--- src/rtl/mem_stage.sv ---
// MEM pipeline stage: holds one instruction, waits for its data-SRAM response, cancels stale responses after flush.
// Optional MEM_BYPASS_EN: forward ALU results to ID instead of stalling on every destination match.
module mem_stage #(
    parameter int unsigned XLEN    = 32,
    parameter int unsigned ECODE_W = 6,
    parameter int unsigned ESUB_W  = 9
) (
    input  logic                                  clk,
    input  logic                                  resetn,
    input  logic                                  in_valid,
    output logic                                  in_ready,
    input  logic                                  ex_req_issued,
    input  logic [3*XLEN+ECODE_W+ESUB_W+16:0]     ex_bus,
    input  logic                                  data_sram_data_ok,
    input  logic [XLEN-1:0]                       data_sram_rdata,
    output logic                                  out_valid,
    input  logic                                  out_ready,
    output logic [4*XLEN+ECODE_W+ESUB_W+16:0]     wb_bus,
    input  logic                                  flush,
    output logic                                  ms_ex_ertn,
    output logic                                  fwd_valid,
    output logic [4:0]                            fwd_dest,
    output logic [XLEN-1:0]                       fwd_data,
    output logic                                  fwd_blocked
);
    localparam int unsigned EX_W      = 3*XLEN + ECODE_W + ESUB_W + 17;
    // bus layout, MSB first: pc, result, mem_op, res_from_mem, gr_we, dest, has_exception, ecode, esubcode, maddr, ertn
    localparam int unsigned O_ERTN    = 0;
    localparam int unsigned O_HAS_EXC = 1 + XLEN + ESUB_W + ECODE_W;
    localparam int unsigned O_DEST    = O_HAS_EXC + 1;
    localparam int unsigned O_GR_WE   = O_DEST + 5;
`ifdef MEM_BYPASS_EN
    localparam int unsigned O_RFM     = O_GR_WE + 1;
    localparam int unsigned O_RES     = O_RFM + 9;
`endif

    logic            r_valid;
    logic            r_waiting;
    logic            r_buf_v;
    logic [1:0]      r_cancel;
    logic [EX_W-1:0] r_bus;
    logic [XLEN-1:0] r_buf;

    logic       w_ok_live;
    logic       w_ready_go;
    logic       w_accept;
    logic       w_hs;
    logic       w_dec;
    logic [1:0] w_inc;
    logic [2:0] w_cancel_nxt;
    logic       w_gr_we;
    logic [4:0] w_dest;

    assign w_ok_live  = data_sram_data_ok & (r_cancel == 2'd0);
    assign w_ready_go = ~r_waiting | w_ok_live;
    assign out_valid  = r_valid & w_ready_go & ~flush;
    assign in_ready   = resetn & ~flush & (~r_valid | (out_valid & out_ready));
    assign w_accept   = in_valid & in_ready;
    assign w_hs       = out_valid & out_ready;

    // A response arriving in the flush cycle already satisfies the held request, so it is not cancelled again.
    always_comb begin
        w_inc = 2'd0;
        w_dec = data_sram_data_ok & (r_cancel != 2'd0);
        if (flush) begin
            w_inc = 2'(r_waiting & ~w_ok_live) + 2'(in_valid & ex_req_issued);
        end
        w_cancel_nxt = 3'(r_cancel) + 3'(w_inc) - 3'(w_dec);
    end

    always_ff @(posedge clk or negedge resetn) begin
        if (!resetn) begin
            r_valid   <= 1'b0;
            r_waiting <= 1'b0;
            r_buf_v   <= 1'b0;
            r_cancel  <= 2'd0;
            r_bus     <= '0;
            r_buf     <= '0;
        end else begin
            r_cancel <= w_cancel_nxt[1:0];
            if (flush) begin
                r_valid   <= 1'b0;
                r_waiting <= 1'b0;
                r_buf_v   <= 1'b0;
            end else if (w_accept) begin
                r_bus     <= ex_bus;
                r_valid   <= 1'b1;
                r_waiting <= ex_req_issued;
                r_buf_v   <= 1'b0;
            end else begin
                if (w_hs) begin
                    r_valid <= 1'b0;
                    r_buf_v <= 1'b0;
                end
                if (r_waiting && w_ok_live) begin
                    r_waiting <= 1'b0;
                    if (!out_ready) begin
                        r_buf   <= data_sram_rdata;
                        r_buf_v <= 1'b1;
                    end
                end
            end
        end
    end

    assign wb_bus     = {r_bus, (r_buf_v ? r_buf : data_sram_rdata)};
    assign ms_ex_ertn = r_valid & (r_bus[O_HAS_EXC] | r_bus[O_ERTN]);
    assign w_gr_we    = r_valid & r_bus[O_GR_WE];
    assign w_dest     = r_bus[O_DEST +: 5];
    assign fwd_dest   = w_gr_we ? w_dest : 5'd0;

`ifdef MEM_BYPASS_EN
    assign fwd_valid   = w_gr_we & ~r_bus[O_RFM];
    assign fwd_data    = r_bus[O_RES +: XLEN];
    assign fwd_blocked = w_gr_we & r_bus[O_RFM];
`else
    assign fwd_valid   = 1'b0;
    assign fwd_data    = '0;
    assign fwd_blocked = w_gr_we & (w_dest != 5'd0);
`endif

`ifndef SYNTHESIS
    a_no_cancel_sat: assert property (@(posedge clk) disable iff (!resetn) w_cancel_nxt <= 3'd3);
    a_no_stray_ok:   assert property (@(posedge clk) disable iff (!resetn)
                                      !(data_sram_data_ok && r_cancel == 2'd0 && !r_waiting));
`endif
endmodule
--- config.mk ---
export PLATFORM = sky130hd
export DESIGN_NAME = mem_stage
export DESIGN_NICKNAME = d
export VERILOG_FILES = /design/src/rtl/mem_stage.sv
export SDC_FILE = /design/constraint.sdc
export NUM_CORES = 1
export LEC_CHECK = 0
export CAP_MARGIN = 30
export CORE_AREA = 5 5 142 144
export CTS_BUF_LIST = sky130_fd_sc_hd__clkbuf_8
export CTS_CLUSTER_DIAMETER = 30
export DETAILED_ROUTE_END_ITERATION = 10
export DIE_AREA = 0 0 147 149
export DONT_BUFFER_PORTS = 1
export HOLD_SLACK_MARGIN = 0.05
export PLACE_DENSITY = 0.54
export SLEW_MARGIN = 20
export SYNTH_ARGS = -nofsm -noshare
export SYNTH_HDL_FRONTEND = slang
export SYNTH_SLANG_ARGS = --single-unit
--- constraint.sdc ---
create_clock -name clk -period 3.2 [get_ports clk]
set_input_delay 0.48 -clock clk [delete_from_list [all_inputs] [get_ports clk]]
set_output_delay 0.48 -clock clk [all_outputs]
set_load 0.02 [all_outputs]
==> metrics.md, run 1 <==
| Metric | Value |
|---|---|
| Run status | `finished, violations left` |
| Failing checks | `negative hold slack` |
| CTS resizes | `0` |
| Routed WL | `16200 um` |
| Initial antenna violation count | `2` |
| Grt ovf | `0` |
| Detailed Place HPWL | `12100 um` |
| CTS H-tree depth | `4` |
| Unrepaired setup endpoints after global routing | `no` |
| Slew @ Worst Pin | `around 700 ps` |
| Non-Filler Instances | `about 700` |
| CTS tree | `done` |
| Final Max Tran Viols | `0` |
| Clock transition at path regs | `approximately 100 ps` |
| Synth area leaders | `dfrtp_1 59%, mux2_2 31%, buf_4 3.7%` |
| Final core occ | `0.403` |
| Layout cells sized above 1 | `0.487` |
| CP delay by family, top | `simple AND/OR/NAND/NOR gates` |
| Leakage power | `about 3.3 nW` |
| Worst EP arrival | `2130 ps` |
| Worst Setup SP | `r_cancel[1]` |
| Clk_lat worst skew | `approximately 460 ps` |
| Avg WL per Cell | `between 20 and 25 um` |
| Sinks on Clock Net | `165` |
| Yosys warnings | `0` |
| FF+latch count, synth | `between 150 and 200` |
| Top FF cell, synth | `dfrtp_1` |
| Largest net degree at the start of global routing | `170` |
| Maximum clock insertion buffer count | `2` |
| Setup Buffers After CTS | `0` |
| Maximum VDD drop | `about 0.00034 V` |
| Hold_ws | `-295 ps` |
| Setup TNS | `0 ps` |
| Ys async rst share | `1.00` |
| EDFF count, synth | `0` |
| Req. time, crit path | `approximately 2700 ps` |
| Placed Cells | `675` |
| Seq/Total Area, Yosys | `0.587` |
| Cell Pwr Density | `a little over 700 nW/um^2` |
| Number of global-route vias before repair | `about 4100` |
| Root Buffer | `clkbuf_8` |
| Total GRT Usage | `0.146` |
| Yosys top cell by area | `dfrtp_1` |
| GPL Wtd Cong | `0.794` |
| Hold Crit Class | `in -> async` |
| Max_cap viols | `0` |
| Commonest cells post-synth | `192 x mux2_2, 165 x dfrtp_1, 35 x buf_4, 12 x buf_6` |
| # setup viols final | `0` |
| Area growth syn-to-layout | `6.49%` |
| Num ports | `369` |
| DRC violations left | `0` |
| Worst-path maximum fanout | `4` |
| Buf/Inv on CP | `0` |
| Initial core utilization | `0.379` |
| Num CTS Buffers | `17` |
| CP Capture Type | `output pin` |
| Layout Skew | `13.2 ps` |
| CP max stage cell | `nor3_1` |
| Mapped cell area | `a little over 7000 sq um` |
| Count leader, synth | `mux2_2` |
| Slew headroom | `0.519` |
| Fillcell total | `1752` |
| Post-DR vias/cell | `approximately 5` |
| Library cells used by synthesis | `31` |
| Top cell type's share of synthesized area | `0.587` |
| CP Launch Type | `flip-flop` |
| Worst reg2reg path startpoint | `r_cancel[1]` |
| Final period util | `0.817` |
| Worst setup path category | `reg -> out` |
| Fmax | `roughly 380 MHz` |
| Chip width | `between 100 and 150 um` |
| Post-layout net count | `around 630` |
| Gate Count Post-Synth | `between 400 and 500` |
| DR vias | `3645` |
| Remaining antenna violation count | `0` |
| Min Clock Period, post-route | `roughly 2600 ps` |
| Chip Height | `149 um` |
| Drt initial violations | `111` |
| Crit-path cells | `or3b_2 > and2_1 > nor3_1` |
| Die area | `around 22000 sq um` |
| Drt pass-1 iters | `4` |
| IO buf count | `0` |
| Cts-stage hold buffer count | `1` |
| Global-route wire length before repair | `approximately 25000 um` |
| Core footprint | `between 15000 and 20000 sq um` |
| Hold Violations, Final | `approximately 170` |
| Cell Rows | `50` |
| Pwr Total | `5.37 mW` |
| Synthesized area per cell | `~15 sq um` |
| Worst path max stage delay | `~550 ps` |
[per-stage QoR]
step           hold WS, ps  cell area [sq um]  worst slack (ps)
5_1_grt               -348               7490               403
4_1_cts               -341               7490               512
3_5_place_dp           188               7090               655
2_1_floorplan          184               7160               786
6_report              -295               7490               586
3_3_place_gp           188               7090               742
[cell type report]
| cell class | instances | area, sq um | area share |
|---|---|---|---|
| antenna | 1 | 2.50 | 0.000334 |
| clock buffer | 17 | 234 | 0.0312 |
| clock inverter | 15 | 159 | 0.0212 |
| inverter | 2 | 7.51 | 0.00100 |
| multi-input combinational | 269 | 2600 | 0.346 |
| sequential | 165 | 4130 | 0.551 |
| tap | 234 | 293 | 0.0391 |
| timing repair buffer | 6 | 72.6 | 0.00968 |
[logic make-up (layout without fill, tap and decap cells)]
group,after synthesis,count (layout),synth area share
DFF,165,165,0.587
and+or+nand+nor,31,31,0.0258
xor gates and xnor gates,3,3,0.00373
other,1,34,0.000533
buffers and inverters,58,40,0.0629
AOI/OAI and AO/OA,7,7,0.00765
muxes,192,192,0.307
adders and majority gates,3,3,0.00533
[worst register-to-register path, delay by kind of cell, from the launching register on]
kind / cells / cell delay [ps]
flip-flops: 1 / 420
adder cells (fa/ha/maj): 3 / 720
buffers and inverters: 1 / 40
XOR/XNOR: 3 / 480
AND/OR/NAND/NOR: 3 / 780
[final timing paths]
path	endpoint	cells past startpoint	slack, ps
max in group asynchronous	r_buf[4]	0	3300
worst min-delay path	r_bus[11]	0	-300
min in group clk	r_bus[9]	1	170
worst max register to register	r_cancel[1]	10	700
worst min register to register	r_buf[14]	1	510
worst max-delay path	out_valid	3	590
[placed cells by master, fill, tap and decap left out, types with 3 or more instances in the layout]
cell and count:
nand3_1 3, ha_1 3, clkinv_4 3, buf_4 3, nor2_1 4, xnor2_1 3, nand2_1 5, mux2_2 192
and3_1 5, clkbuf_8 17, dfrtp_1 165, inv_6 3, clkinv_8 3, inv_8 4, a21oi_1 3, conb_1 33
[sequential cells by signal (all words and copies together), names as in the netlist]
| signal | count |
|---|---|
| r_waiting | 1 |
| r_valid | 1 |
| r_cancel | 2 |
| r_bus | 128 |
| r_buf | 32 |
| r_buf_v | 1 |
[layer usage]
layer | vias to the layer above | track usage | routed length [um]
li1 | 1562 | - | -
met3 | 23 | 0.0778 | 1850
met2 | 215 | 0.251 | 8610
met1 | 1843 | 0.152 | 5490
met5 | - | 0 | 7
met4 | 2 | 0.0527 | 282
[report_power, final]
part	switching (mW)	leakage, nW	internal, mW
Combinational	0.251	1.05	0.377
Clock	0.887	0.197	0.585
Sequential	0.774	2.02	2.50
Total	1.91	3.27	3.46
No activity file was read; power rests on OpenSTA's default activity.
==> run 2: changes to the inputs <==
clock period = 2.55 ns   (was 3.2 ns; I/O delays follow)
==> run 2 against run 1 <==
Effect of this change: the flow now stops in clock tree synthesis (4_1_cts); synthesized cell count unchanged; area after synthesis unchanged.
==> metrics.md, run 2 <==
| Metric | Value |
|---|---|
| IO buf count | `0 (unchanged)` |
| Cell Rows | `50 (unchanged)` |
| EDFF count, synth | `0 (unchanged)` |
| Root Buffer | `clkbuf_8 (unchanged)` |
| Detailed Place HPWL | `11900 um (was 12100 um)` |
| Commonest cells post-synth | `192 x mux2_2, 165 x dfrtp_1, 35 x buf_4, 12 x buf_6 (unchanged)` |
| Gate Count Post-Synth | `460 (unchanged)` |
| CTS resizes | `0 (unchanged)` |
| Synthesized area per cell | `15.3 sq um (unchanged)` |
| Cts-stage hold buffer count | `142 (was 1)` |
| Synth area leaders | `dfrtp_1 59%, mux2_2 31%, buf_4 3.7% (unchanged)` |
| Num ports | `369 (unchanged)` |
| Top FF cell, synth | `dfrtp_1 (unchanged)` |
| Chip Height | `149 um (unchanged)` |
| Chip width | `147 um (unchanged)` |
| Area post-placement | `7090 sq um (unchanged)` |
| Top cell type's share of synthesized area | `0.587 (unchanged)` |
| Mapped cell area | `7040 sq um (unchanged)` |
| Yosys top cell by area | `dfrtp_1 (unchanged)` |
| FF+latch count, synth | `165 (unchanged)` |
| Sinks on Clock Net | `165 (unchanged)` |
| Setup Buffers After CTS | `0 (unchanged)` |
| Run status | `stopped before the end (was finished, violations left)` |
| Ys async rst share | `1.00 (unchanged)` |
| CTS H-tree depth | `4 (unchanged)` |
| Num CTS Buffers | `17 (unchanged)` |
| Library cells used by synthesis | `31 (unchanged)` |
| Count leader, synth | `mux2_2 (unchanged)` |
| Maximum clock insertion buffer count | `2 (unchanged)` |
| Initial core utilization | `0.379 (unchanged)` |
| GPL Wtd Cong | `0.779 (was 0.794)` |
| Yosys warnings | `0 (unchanged)` |
| Seq/Total Area, Yosys | `0.587 (unchanged)` |
| Failing step | `clock tree synthesis (4_1_cts)` |
| Error Message | `[ERROR RSZ-0060] Max buffer count reached.` |
-- run 2: cells by family after synthesis --
kind of cell | Yosys count | share of synthesized area
muxes | 192 | 0.307
DFF | 165 | 0.587
buffers and inverters | 58 | 0.0629
and+or+nand+nor | 31 | 0.0258
AOI/OAI and AO/OA | 7 | 0.00765
adders and majority gates | 3 | 0.00533
xor gates and xnor gates | 3 | 0.00373
other | 1 | 0.000533
-- run 2: stage by stage --
step / cells / setup slack [ps] / utilization
after floorplan: 492 / 196 / -
after global placement: 675 / 146 / 0.381
after detailed placement: 675 / 50.5 / 0.381
==> run 3: changes to the inputs <==
CORE_AREA = default   (was 5 5 142 144)
CORE_MARGIN = 5   (was default)
CORE_UTILIZATION = 40   (was default)
CTS_BUF_LIST = default   (was sky130_fd_sc_hd__clkbuf_8)
CTS_CLUSTER_DIAMETER = default   (was 30)
DIE_AREA = default   (was 0 0 147 149)
HOLD_SLACK_MARGIN = default   (was 0.05)
PLACE_DENSITY = default   (was 0.54)
PLACE_DENSITY_LB_ADDON = 0.15   (was default)
==> run 3 against run 2 <==
Effect of this change: the flow now finishes, with violations (negative hold slack).
==> metrics.md, run 3 (synthesized netlist as in run 1, its figures left out) <==
| Metric | Value |
|---|---|
| Layout cells sized above 1 | `0.487` |
| # setup viols final | `0` |
| Layout Skew | `11.6 ps` |
| DRC violations left | `0` |
| Pwr Total | `around 7.4 mW` |
| IO buf count | `0 (unchanged)` |
| Total GRT Usage | `0.157` |
| Area of the multi-input gates | `roughly 2600 sq um` |
| Num CTS Buffers | `17 (unchanged)` |
| Drt initial violations | `74` |
| CP Launch Type | `flip-flop` |
| Chip Height | `143 um (was 149 um)` |
| Routed WL | `approximately 16000 um` |
| Worst EP arrival | `~2700 ps` |
| Detailed Place HPWL | `12400 um (was 11900 um)` |
| Req. time, crit path | `between 2000 and 3000 ps` |
| Ant. Diodes | `0` |
| Hold_ws | `-346 ps` |
| Largest net degree at the start of global routing | `between 150 and 200` |
| Cell Rows | `48 (was 50)` |
| Initial antenna violation count | `0` |
| Maximum VDD drop | `0.000440 V` |
| Post-DR vias/cell | `~5` |
| Commonest non-fill, non-tap cells in the layout | `192 x mux2_2, 165 x dfrtp_1, 33 x conb_1` |
| Worst-path maximum fanout | `4` |
| Leakage power | `3.36 nW` |
| Worst setup path category | `reg -> reg` |
| Maximum clock insertion buffer count | `2 (unchanged)` |
| Fillcell total | `1569` |
| Largest register FFs | `around 130` |
| Root Buffer | `clkbuf_16 (was clkbuf_8)` |
| GPL Wtd Cong | `0.783 (was 0.779)` |
| Chip width | `143 um (was 147 um)` |
| Worst reg2reg path startpoint | `r_cancel[1]` |
| Hold Crit Class | `in -> async` |
| Final period util | `0.920` |
| Number of global-route vias before repair | `4019` |
| Cells on worst reg2reg path | `10` |
| Final Max Tran Viols | `0` |
| Largest Register | `r_bus` |
| Setup TNS | `0 ps` |
| Global-route wire length before repair | `about 24000 um` |
| CP Capture Type | `flip-flop` |
| Die area | `~20000 sq um` |
| DR vias | `3597` |
| Max_cap viols | `0` |
| Area taken by flip-flops and latches | `~4100 sq um` |
| Num ports | `369 (unchanged)` |
| Unrepaired setup endpoints after global routing | `no` |
| Largest registers | `r_bus: 128 flops, r_buf: 32 flops, r_cancel: 2 flops` |
| Remaining antenna violation count | `0` |
| Avg WL per Cell | `approximately 23 um` |
| R2R Setup Slk | `~200 ps` |
| Min Clock Period, post-route | `2350 ps` |
| Reg2reg end | `r_cancel[1]` |
| Most common cell after layout, fill and taps aside | `mux2_2` |
| Fmax | `426 MHz` |
| Cell Pwr Density | `between 900 and 1000 nW/um^2` |
| Core footprint | `17300 sq um` |
| Initial core utilization | `0.407 (was 0.379)` |
| Clk_lat worst skew | `about 420 ps` |
| Hold Violations, Final | `165` |
| Failing checks | `negative hold slack` |
| Post-layout net count | `~630` |
| CTS tree | `done` |
| CTS H-tree depth | `4 (unchanged)` |
| Sinks on Clock Net | `165 (unchanged)` |
| Run status | `finished, violations left (was stopped before the end)` |
| Grt ovf | `0` |
| Clock transition at path regs | `~70 ps` |
| Drt pass-1 iters | `4` |
| Area growth syn-to-layout | `8.80%` |
-- run 3: routing by layer --
| layer | vias up | part of all wire | GRT usage |
|---|---|---|---|
| met5 | - | 0 | 0 |
| met1 | 1800 | 0.32 | 0.158 |
| li1 | 1563 | - | - |
| met3 | 16 | 0.13 | 0.0824 |
| met4 | 0 | 0.016 | 0.0525 |
| met2 | 218 | 0.54 | 0.279 |
-- run 3: worst max path at each step --
stage | slack (ps) | cells past startpoint | startpoint | endpoint
finish | 200 | 10 | r_cancel[1] | r_cancel[1]
CTS | 80 | 10 | r_cancel[1] | r_cancel[1]
detailed placement | 100 | 10 | r_cancel[1] | r_cancel[1]
global route | 60 | 10 | r_cancel[1] | r_cancel[1]
global placement | 150 | 10 | r_cancel[1] | r_cancel[1]
floorplan | 200 | 10 | r_cancel[1] | r_cancel[1]
-- run 3: cell type report --
type	instances	share of cell area
Sequential cell	165	0.539
Multi-Input combinational cell	269	0.339
Clock buffer	18	0.0561
Tap cell	225	0.0368
Clock inverter	14	0.0183
Timing Repair Buffer	6	0.00915
Inverter	2	0.000981
-- run 3: power breakdown --
group	internal, mW	leakage [nW]	total (mW)	switching (mW)
clock network	1.38	0.286	2.48	1.10
registers	3.14	2.02	4.11	0.974
logic	0.475	1.05	0.792	0.317
total	4.99	3.36	7.39	2.39
-- run 3: stage by stage --
step	std cells	area [sq um]	setup WS (ps)	util
final	699	7660	205	0.443
after detailed placement	667	7080	98.8	0.410
after floorplan	492	7160	196	-
after global routing	699	7660	61.6	0.443
after CTS	699	7650	83.3	0.442
after global placement	667	7080	145	0.410
-- run 3: repair_timing --
action | CTS | global route
setup buffers | 0 | 0
hold endpoints to repair | 165 | 165
gates resized for setup | 0 | 1
setup endpoints to repair | 0 | 1
-- run 3: worst max-delay path: stages, from the launching register on --
cell and delay (ps):
dfrtp_1 410, or3b_4 430, and2_1 190, ha_1 280, nand2_1 50, ha_1 260, inv_1 40, ha_1 180
xnor2_1 160, xnor2_1 150, xnor2_1 130
